`src/rtl/skolem_sweep_ctrl.sv`:
```
// skolem_sweep_ctrl
// Exhaustively sweeps all 256 values of an 8-bit input vector into a
// Skolem-function block under test. Each vector is compared against the
// golden model {7'h7F, ^x}. The controller reports the mismatch count, the
// first failing vector and an overall pass flag.
//
// Ports
//   clk              clock, all state updates on the rising edge
//   rst              synchronous active-high reset
//   start            one-cycle request to begin a sweep (IDLE only)
//   abort            cancels a sweep in progress
//   x_out[7:0]       vector driven to the block under test
//   x_valid          x_out carries a vector of the current sweep
//   y_in[7:0]        combinational response of the block under test
//   busy             controller is not IDLE
//   done             one-cycle pulse at sweep completion
//   pass             last completed sweep had zero mismatches
//   err_count[8:0]   mismatch count of the current or last sweep
//   first_fail[7:0]  first mismatching vector
//   first_fail_valid first_fail holds a captured value
module skolem_sweep_ctrl #(
  parameter int unsigned SETTLE = 0
) (
  input  logic       clk,
  input  logic       rst,
  input  logic       start,
  input  logic       abort,
  output logic [7:0] x_out,
  output logic       x_valid,
  input  logic [7:0] y_in,
  output logic       busy,
  output logic       done,
  output logic       pass,
  output logic [8:0] err_count,
  output logic [7:0] first_fail,
  output logic       first_fail_valid
);

  typedef enum logic [2:0] {
    S_IDLE,
    S_DRIVE,
    S_WAIT,
    S_CHECK,
    S_DONE
  } state_t;

  localparam logic [1:0] SETTLE_LD = (SETTLE == 0) ? 2'd0 : 2'(SETTLE - 1);

  state_t     state_q, state_d;
  logic [7:0] vec_q, vec_d;
  logic [1:0] cnt_q, cnt_d;
  logic [8:0] err_q, err_d;
  logic [7:0] ff_q, ff_d;
  logic       ffv_q, ffv_d;
  logic       pass_q, pass_d;
  logic       do_check;
  logic       mismatch;

  function automatic logic [7:0] golden(input logic [7:0] x);
    return {7'h7F, ^x};
  endfunction

  assign mismatch = (y_in != golden(vec_q));

  always_ff @(posedge clk) begin
    if (rst) begin
      state_q <= S_IDLE;
      vec_q   <= 8'd0;
      cnt_q   <= 2'd0;
      err_q   <= 9'd0;
      ff_q    <= 8'd0;
      ffv_q   <= 1'b0;
      pass_q  <= 1'b0;
    end else begin
      state_q <= state_d;
      vec_q   <= vec_d;
      cnt_q   <= cnt_d;
      err_q   <= err_d;
      ff_q    <= ff_d;
      ffv_q   <= ffv_d;
      pass_q  <= pass_d;
    end
  end

  always_comb begin
    state_d  = state_q;
    vec_d    = vec_q;
    cnt_d    = cnt_q;
    err_d    = err_q;
    ff_d     = ff_q;
    ffv_d    = ffv_q;
    pass_d   = pass_q;
    do_check = 1'b0;

    case (state_q)
      S_IDLE: begin
        if (start) begin
          state_d = S_DRIVE;
          vec_d   = 8'd0;
          err_d   = 9'd0;
          ff_d    = 8'd0;
          ffv_d   = 1'b0;
          pass_d  = 1'b0;
        end
      end
      S_DRIVE: begin
        if (abort) begin
          state_d = S_IDLE;
          pass_d  = 1'b0;
        end else if (SETTLE == 0) begin
          do_check = 1'b1;
        end else begin
          // The DRIVE and CHECK cycles each count toward the SETTLE+1 cycles
          // per vector, so only SETTLE-1 WAIT cycles sit between them.
          cnt_d   = SETTLE_LD;
          state_d = (SETTLE == 1) ? S_CHECK : S_WAIT;
        end
      end
      S_WAIT: begin
        if (abort) begin
          state_d = S_IDLE;
          pass_d  = 1'b0;
        end else begin
          cnt_d = cnt_q - 2'd1;
          if (cnt_q == 2'd1) state_d = S_CHECK;
        end
      end
      S_CHECK: begin
        if (abort) begin
          state_d = S_IDLE;
          pass_d  = 1'b0;
        end else begin
          do_check = 1'b1;
        end
      end
      S_DONE: begin
        state_d = S_IDLE;
      end
      default: state_d = S_IDLE;
    endcase

    if (do_check) begin
      if (mismatch) begin
        err_d = err_q + 9'd1;
        if (!ffv_q) begin
          ff_d  = vec_q;
          ffv_d = 1'b1;
        end
      end
      if (vec_q == 8'hFF) begin
        // pass is settled at the final check so it is already valid
        // while the done pulse is high.
        state_d = S_DONE;
        pass_d  = (err_d == 9'd0);
      end else begin
        vec_d   = vec_q + 8'd1;
        state_d = S_DRIVE;
      end
    end
  end

  assign x_out            = vec_q;
  assign x_valid          = (state_q == S_DRIVE) || (state_q == S_WAIT) ||
                            (state_q == S_CHECK);
  assign busy             = (state_q != S_IDLE);
  assign done             = (state_q == S_DONE);
  assign pass             = pass_q;
  assign err_count        = err_q;
  assign first_fail       = ff_q;
  assign first_fail_valid = ffv_q;

endmodule

```
`config.mk`:
```
export PLATFORM = sky130hd
export DESIGN_NAME = skolem_sweep_ctrl
export DESIGN_NICKNAME = d
export VERILOG_FILES = /design/src/rtl/skolem_sweep_ctrl.sv
export SDC_FILE = /design/constraint.sdc
export NUM_CORES = 1
export LEC_CHECK = 0
export CAP_MARGIN = 0
export CORE_ASPECT_RATIO = 1.75
export CORE_MARGIN = 10
export CORE_UTILIZATION = 30
export CTS_CLUSTER_SIZE = 24
export DETAILED_ROUTE_END_ITERATION = 16
export MAX_ROUTING_LAYER = met4
export PLACE_DENSITY = 0.59
export SLEW_MARGIN = 20
export SYNTH_ARGS = -nofsm -noshare
export SYNTH_HDL_FRONTEND = slang
export SYNTH_SLANG_ARGS = --single-unit
```
`constraint.sdc`:
```
create_clock -name clk -period 3.4 [get_ports clk]
set_clock_uncertainty 0.2 [all_clocks]
set_input_delay 0.85 -clock clk [delete_from_list [all_inputs] [get_ports clk]]
set_output_delay 0.85 -clock clk [all_outputs]
set_load 0.01 [all_outputs]
```
# [Word-level counts from Yosys, hierarchy flattened]
# Cells that the tools add are included.
[totals] ff_bits=32 input_bits=12
[op_classes] add_sub_neg=3 eq_ne=10 n_mux=33 bitwise_logic=1 reduce_logical=10
[op_table] cell="8-bit two-way mux" count=9
[op_table] cell="9-bit two-way mux" count=5
[op_table] cell="3-bit two-way mux" count=6
[op_table] cell="1-bit two-way mux" count=11
[op_table] cell="9-bit by 1-bit adder with 9-bit output (second input constant)" count=1
[op_table] cell="9-bit logical NOT" count=1
[op_table] cell="3-bit one-hot mux with 3 select lines" count=1
[op_table] cell="8-bit by 1-bit adder with 8-bit output (second input constant)" count=1
[op_table] cell="8-bit equality test (second input constant)" count=1
[op_table] cell="8-bit != test" count=1
[op_table] cell="8-bit parity" count=1
[op_table] cell="3-bit by 2-bit equality test with 1-bit output (second input constant)" count=2
[op_table] cell="4-bit != test (second input constant)" count=1
[op_table] cell="3-bit by 1-bit equality test with 1-bit output (second input constant)" count=1
[op_table] cell="3-bit equality test (second input constant)" count=1
[op_table] cell="3-bit logical NOT" count=1
[op_table] cell="3-bit by 1-bit != test with 1-bit output (second input constant)" count=1
[op_table] cell="3-bit != test (second input constant)" count=1
[op_table] cell="3-bit AND reduction" count=1
[op_table] cell="3-bit nonzero test" count=1
[op_table] cell="3-bit OR reduction" count=1
[op_table] cell="2-bit by 1-bit equality test with 1-bit output (second input constant)" count=1
[op_table] cell="1-bit logical OR" count=2
[op_table] cell="1-bit one-hot mux with 2 select lines" count=1
[op_table] cell="other kinds (4)" count=4

# [Longest topological paths before layout]
[logic_depth] word_depth=7 depth_mapped=9 depth_no_buf=7

# [Worst setup path before layout]
# No wires, ideal clock.
[synth_path] path_type="reg2reg" startpoint="reg vec_q[6] (netlist: x_out[6])" endpoint="reg pass_q (netlist: pass)" t_arrival_ns=2.108 required_ns=3.133 path_slack_ns=1.025 stages_incl_launch_ff=9 synth_period_minus_slack_ns=2.375 path_cell_list="dfxtp_1 -> ha_1 -> xnor3_1 -> xnor2_1 -> or2_0 -> buf_6 -> o32a_1 -> a221o_1 -> o21ai_2"
[synth_between] elab_chain_len=7 word_cells_on_any_way=8 classes_between="eq/ne (2); mux (4); reduce/logical (2)"
[synth_lines] element="start: declaration" line_no="50" source="logic [7:0] vec_q, vec_d;"
[synth_lines] element="start signal: assignment" line_no="76" source="vec_q <= vec_d;"
[synth_lines] element="8-bit parity" line_no="60" source="return {7'h7F, ^x};"
[synth_lines] element="8-bit != test" line_no="63" source="assign mismatch = (y_in != golden(vec_q));"
[synth_lines] element="9-bit two-way mux" line_no="143" source="if (mismatch) begin"
[synth_lines] element="9-bit two-way mux" line_no="142" source="if (do_check) begin"
[synth_lines] element="9-bit logical NOT" line_no="154" source="pass_d = (err_d == 9'd0);"
[synth_lines] element="1-bit two-way mux (*)" line_no="150" source="if (vec_q == 8'hFF) begin"
[synth_lines] element="1-bit two-way mux (*)" line_no="142"
[synth_lines] element="end signal: assignment" line_no="81" source="pass_q <= pass_d;"
[synth_lines] element="end: declaration" line_no="55" source="logic pass_q, pass_d;"
# Mark *: on every way between the ends. The rest lies on a longest branch, timed or not. The select of a mux whose other input is x is not followed.
# A chain may end at the register's enable or synchronous reset.

# [Worst setup path in the final report]
[layout_path] startpoint="in abort" endpoint="reg ff_q[1] (netlist: first_fail[1])"
[layout_between] elab_chain_len=3
[layout_lines] element="start: declaration" line_no="27" source="input logic abort,"
[layout_lines] element="1-bit two-way mux" line_no="107" source="if (abort) begin"
[layout_lines] element="1-bit two-way mux"
[layout_lines] element="8-bit two-way mux" line_no="142"
[layout_lines] element="end signal: assignment" line_no="71" source="ff_q <= 8'd0;"
[layout_lines] element="end signal: assignment" line_no="79" source="ff_q <= ff_d;"
[layout_lines] element="end: declaration" line_no="53" source="logic [7:0] ff_q, ff_d;"
# No other way between the ends.

==> results.py <==
metrics = {
    "outcome": {
        "status": "completed",
    },
    "layout": {
        "fin_util_pct": 41.7,
        "fillers": 607,
        "diodes": 0,
        "nets": 277,
        "drive_gt1_share_pct": 6.15,
        "area_growth_pct": 35.2,
    },
    "clock_tree": {
        "clk_pin_slew_ns": 0.07,
        "cts.sinks": 32,
        "cts-root-buf": "clkbuf_8",
        "postCtsSetupBuffers": 0,
        "postCtsHoldBufs": 0,
        "cts_max_level": 2,
        "clkLatencyLatePin_ns": 0.28,
        "cts_tree": "done",
        "ctsLongestPathBuffers": 2,
        "cts_buffers": 5,
        "post_cts_resized": 0,
    },
    "power_and_ir_drop": {
        "power_frac_seq_pct": 46.8,
        "intPower_mw": 0.629,
        "switching_share_pct": 23.1,
        "peakVddDrop_mv": 0.191,
        "p_per_area_mw_per_mm2": 351,
        "pwr-share-clk_pct": 43.9,
        "leakagePower_nw": 0.848,
        "combPwrFrac_pct": 9.2,
        "power.net_switching_mw": 0.189,
    },
    "synth": {
        "syn_nets": 233,
        "synth_ff_type": "dfxtp_1",
        "syn_area_mm2": 0.00172,
        "yosysSeqAreaShare_pct": 37.2,
        "netlist_instances": 215,
        "synth_edf_count": 0,
        "synthArstFlopShare_pct": 0,
        "synth-seq-cells": 32,
        "synth.distinct_cells": 41,
        "syn_avg_cell_area_um2": 8.01,
        "yosysWarnings": 0,
    },
    "grt": {
        "overflow": 0,
        "grt_pass1_wl_um": 8510,
        "track_usage_pct": 11.3,
        "grt_pass1_vias": 1803,
        "grt_antenna_before_repair": 0,
        "grt_max_degree": 31,
    },
    "job": {
        "drv_cap": 0,
    },
    "timing": {
        "report.final.slew_viol_count": 0,
        "layout_min_cycle_time_ns": 2.67,
        "fmax_mhz": 375,
        "rsz0062_at_grt": "false",
        "setup_tns_ns": 0,
        "worst_pin_slew_ns": 0.566,
        "report.final.setup_viol": 0,
        "hold_viol_final": 0,
        "timing.slew.headroom_pct": 61.8,
        "period_share_pct": 78.4,
    },
    "setup_path": {
        "setup.worst_path.end_class": "register",
        "cp_max_fo": 14,
        "required_ns": 3.41,
        "worstSetupStartpointType": "input pin",
        "r2r_cells": 9,
        "arrival_ns": 2.68,
        "critPathKind": "in2reg",
    },
    "die": {
        "core-area_mm2": 0.00559,
        "fp.dieH_um": 120,
        "rows": 36,
        "num_io_pins": 42,
        "dieArea_mm2": 0.00929,
        "fp.dieW_um": 77.3,
        "initial_core_util_pct": 30.8,
    },
    "drt": {
        "detail_route.wirelength_um": 4930,
        "wl_per_cell_um": 14.7,
        "first_pass_iters": 4,
        "drt_iter0_drc": 168,
        "drc": 0,
        "viasPerCell": 5.04,
        "dr_total_vias": 1692,
        "ant_nets": 0,
    },
    "hold_path": {
        "hold_depth": 2,
        "min_path_type": "reg2reg",
    },
    "placed_design": {
        "dp_hpwl_um": 3680,
        "port_buffers": 41,
        "routabilityCongestion": 0.865,
    },
}
cell usage after synthesis, types with 2 or more instances:
cell type	count	area, µm²
a21oi_1	32	160
and2_1	3	18.8
and3_1	6	37.5
and4_1	3	26.3
buf_2	3	15.0
clkbuf_1	5	18.8
dfxtp_1	32	641
ha_1	6	75.1
inv_1	3	11.3
mux2i_1	3	30.0
nand2_1	15	56.3
nand2b_1	3	18.8
nand3_1	8	40.0
nand3b_1	7	52.6
nand4_1	2	12.5
nor2_1	31	116
nor3_1	3	15.0
o211ai_1	10	75.1
o21ai_0	2	10.0
o21ai_1	11	55.1
or2_0	2	12.5
or3_1	3	18.8
or4_1	2	15.0
xnor2_1	3	26.3
per-stage QoR:
step / cells / area (µm²) / hold WS [ns] / worst slack, ns / power, mW
6_report: 336 / 2330 / 0.297 / 0.734 / 0.818
5_1_grt: 336 / 2330 / 0.341 / 0.578 / 0.851
4_1_cts: 336 / 2330 / 0.301 / 0.729 / 0.825
3_5_place_dp: 328 / 2220 / 0.290 / 0.444 / 0.467
3_3_place_gp: 328 / 2220 / 0.287 / 0.452 / 0.468
2_1_floorplan: 215 / 1720 / 0.291 / 1.03 / 0.431
power by group through the flow:
| stage | Combinational (mW) | Clock, mW | Sequential [mW] |
|---|---|---|---|
| detailed placement | 0.0759 | 0 | 0.391 |
| global route | 0.0832 | 0.385 | 0.384 |
| floorplan | 0.0409 | 0 | 0.390 |
| finish | 0.0756 | 0.359 | 0.383 |
| global placement | 0.0759 | 0 | 0.392 |
| CTS | 0.0763 | 0.366 | 0.383 |
critical path: stages:
cell and delay, ns:
clkdlybuf4s50_1 0.50, nor3b_1 0.22, buf_4 0.16, o21ai_1 0.06, buf_4 0.18, buf_4 0.18, nor2_2 0.29, nand2_1 0.10
a21oi_1 0.13
layer usage:
metal  global-route usage, %  routed length [µm]
met1                    11.8                2020
met2                    19.5                2660
met3                    2.30                 169
met4                    6.08                  80
met5                       -                   0
final timing paths:
| path | end | from | slack, ns |
|---|---|---|---|
| worst min register to register | first_fail[2]$_SDFF_PP0_ | first_fail[2]$_SDFF_PP0_ | 0.30 |
| worst max-delay path | first_fail[1]$_SDFF_PP0_ | abort | 0.73 |
| worst max register to register | first_fail[1]$_SDFF_PP0_ | x_out[6]$_SDFF_PP0_ | 0.82 |
| worst min-delay path | first_fail[2]$_SDFF_PP0_ | first_fail[2]$_SDFF_PP0_ | 0.30 |
cell usage in the layout, fill, tap and decap left out, types with 2 or more instances in the layout:
| cell type | n |
|---|---|
| or4_1 | 2 |
| clkbuf_8 | 5 |
| o21ai_1 | 11 |
| ha_1 | 6 |
| nand2b_1 | 3 |
| and3_1 | 6 |
| and4_1 | 3 |
| clkdlybuf4s50_1 | 41 |
| or2_0 | 2 |
| inv_1 | 3 |
| o21ai_0 | 2 |
| dfxtp_1 | 32 |
| o211ai_1 | 10 |
| nand3b_1 | 7 |
| xnor2_1 | 3 |
| nand2_1 | 15 |
| nor3_1 | 3 |
| nand3_1 | 8 |
| mux2i_1 | 3 |
| or3_1 | 3 |
| nor2_1 | 31 |
| a21oi_1 | 32 |
| and2_1 | 3 |
| buf_4 | 6 |
| nand4_1 | 2 |
state kept, by name (all words and copies together), names as in the netlist:
name,cells
cnt_q,2
err_count,9
state_q,3
x_out,8
first_fail_valid,1
first_fail,8
pass,1
cells by family after synthesis:
logic type,after synthesis,synth area share (%)
AND/OR/NAND/NOR,93,27.8
buffers and inverters,13,3.71
adder cells (fa/ha/maj),6,4.36
flip-flops,32,37.2
XOR/XNOR,6,4.29
AO/OA/AOI/OAI,62,20.9
multiplexers,3,1.74
final cells by class:
| class | count | area [µm²] | area share, % |
|---|---|---|---|
| multi-input cells | 170 | 1020 | 43.7 |
| flip-flops and latches | 32 | 641 | 27.5 |
| repair buffers | 47 | 455 | 19.6 |
| well taps | 76 | 95.1 | 4.09 |
| clock buffers | 6 | 72.6 | 3.12 |
| clock inverters | 2 | 35.0 | 1.51 |
| inverters | 3 | 11.3 | 0.484 |
(Power assumes the default switching activity.)
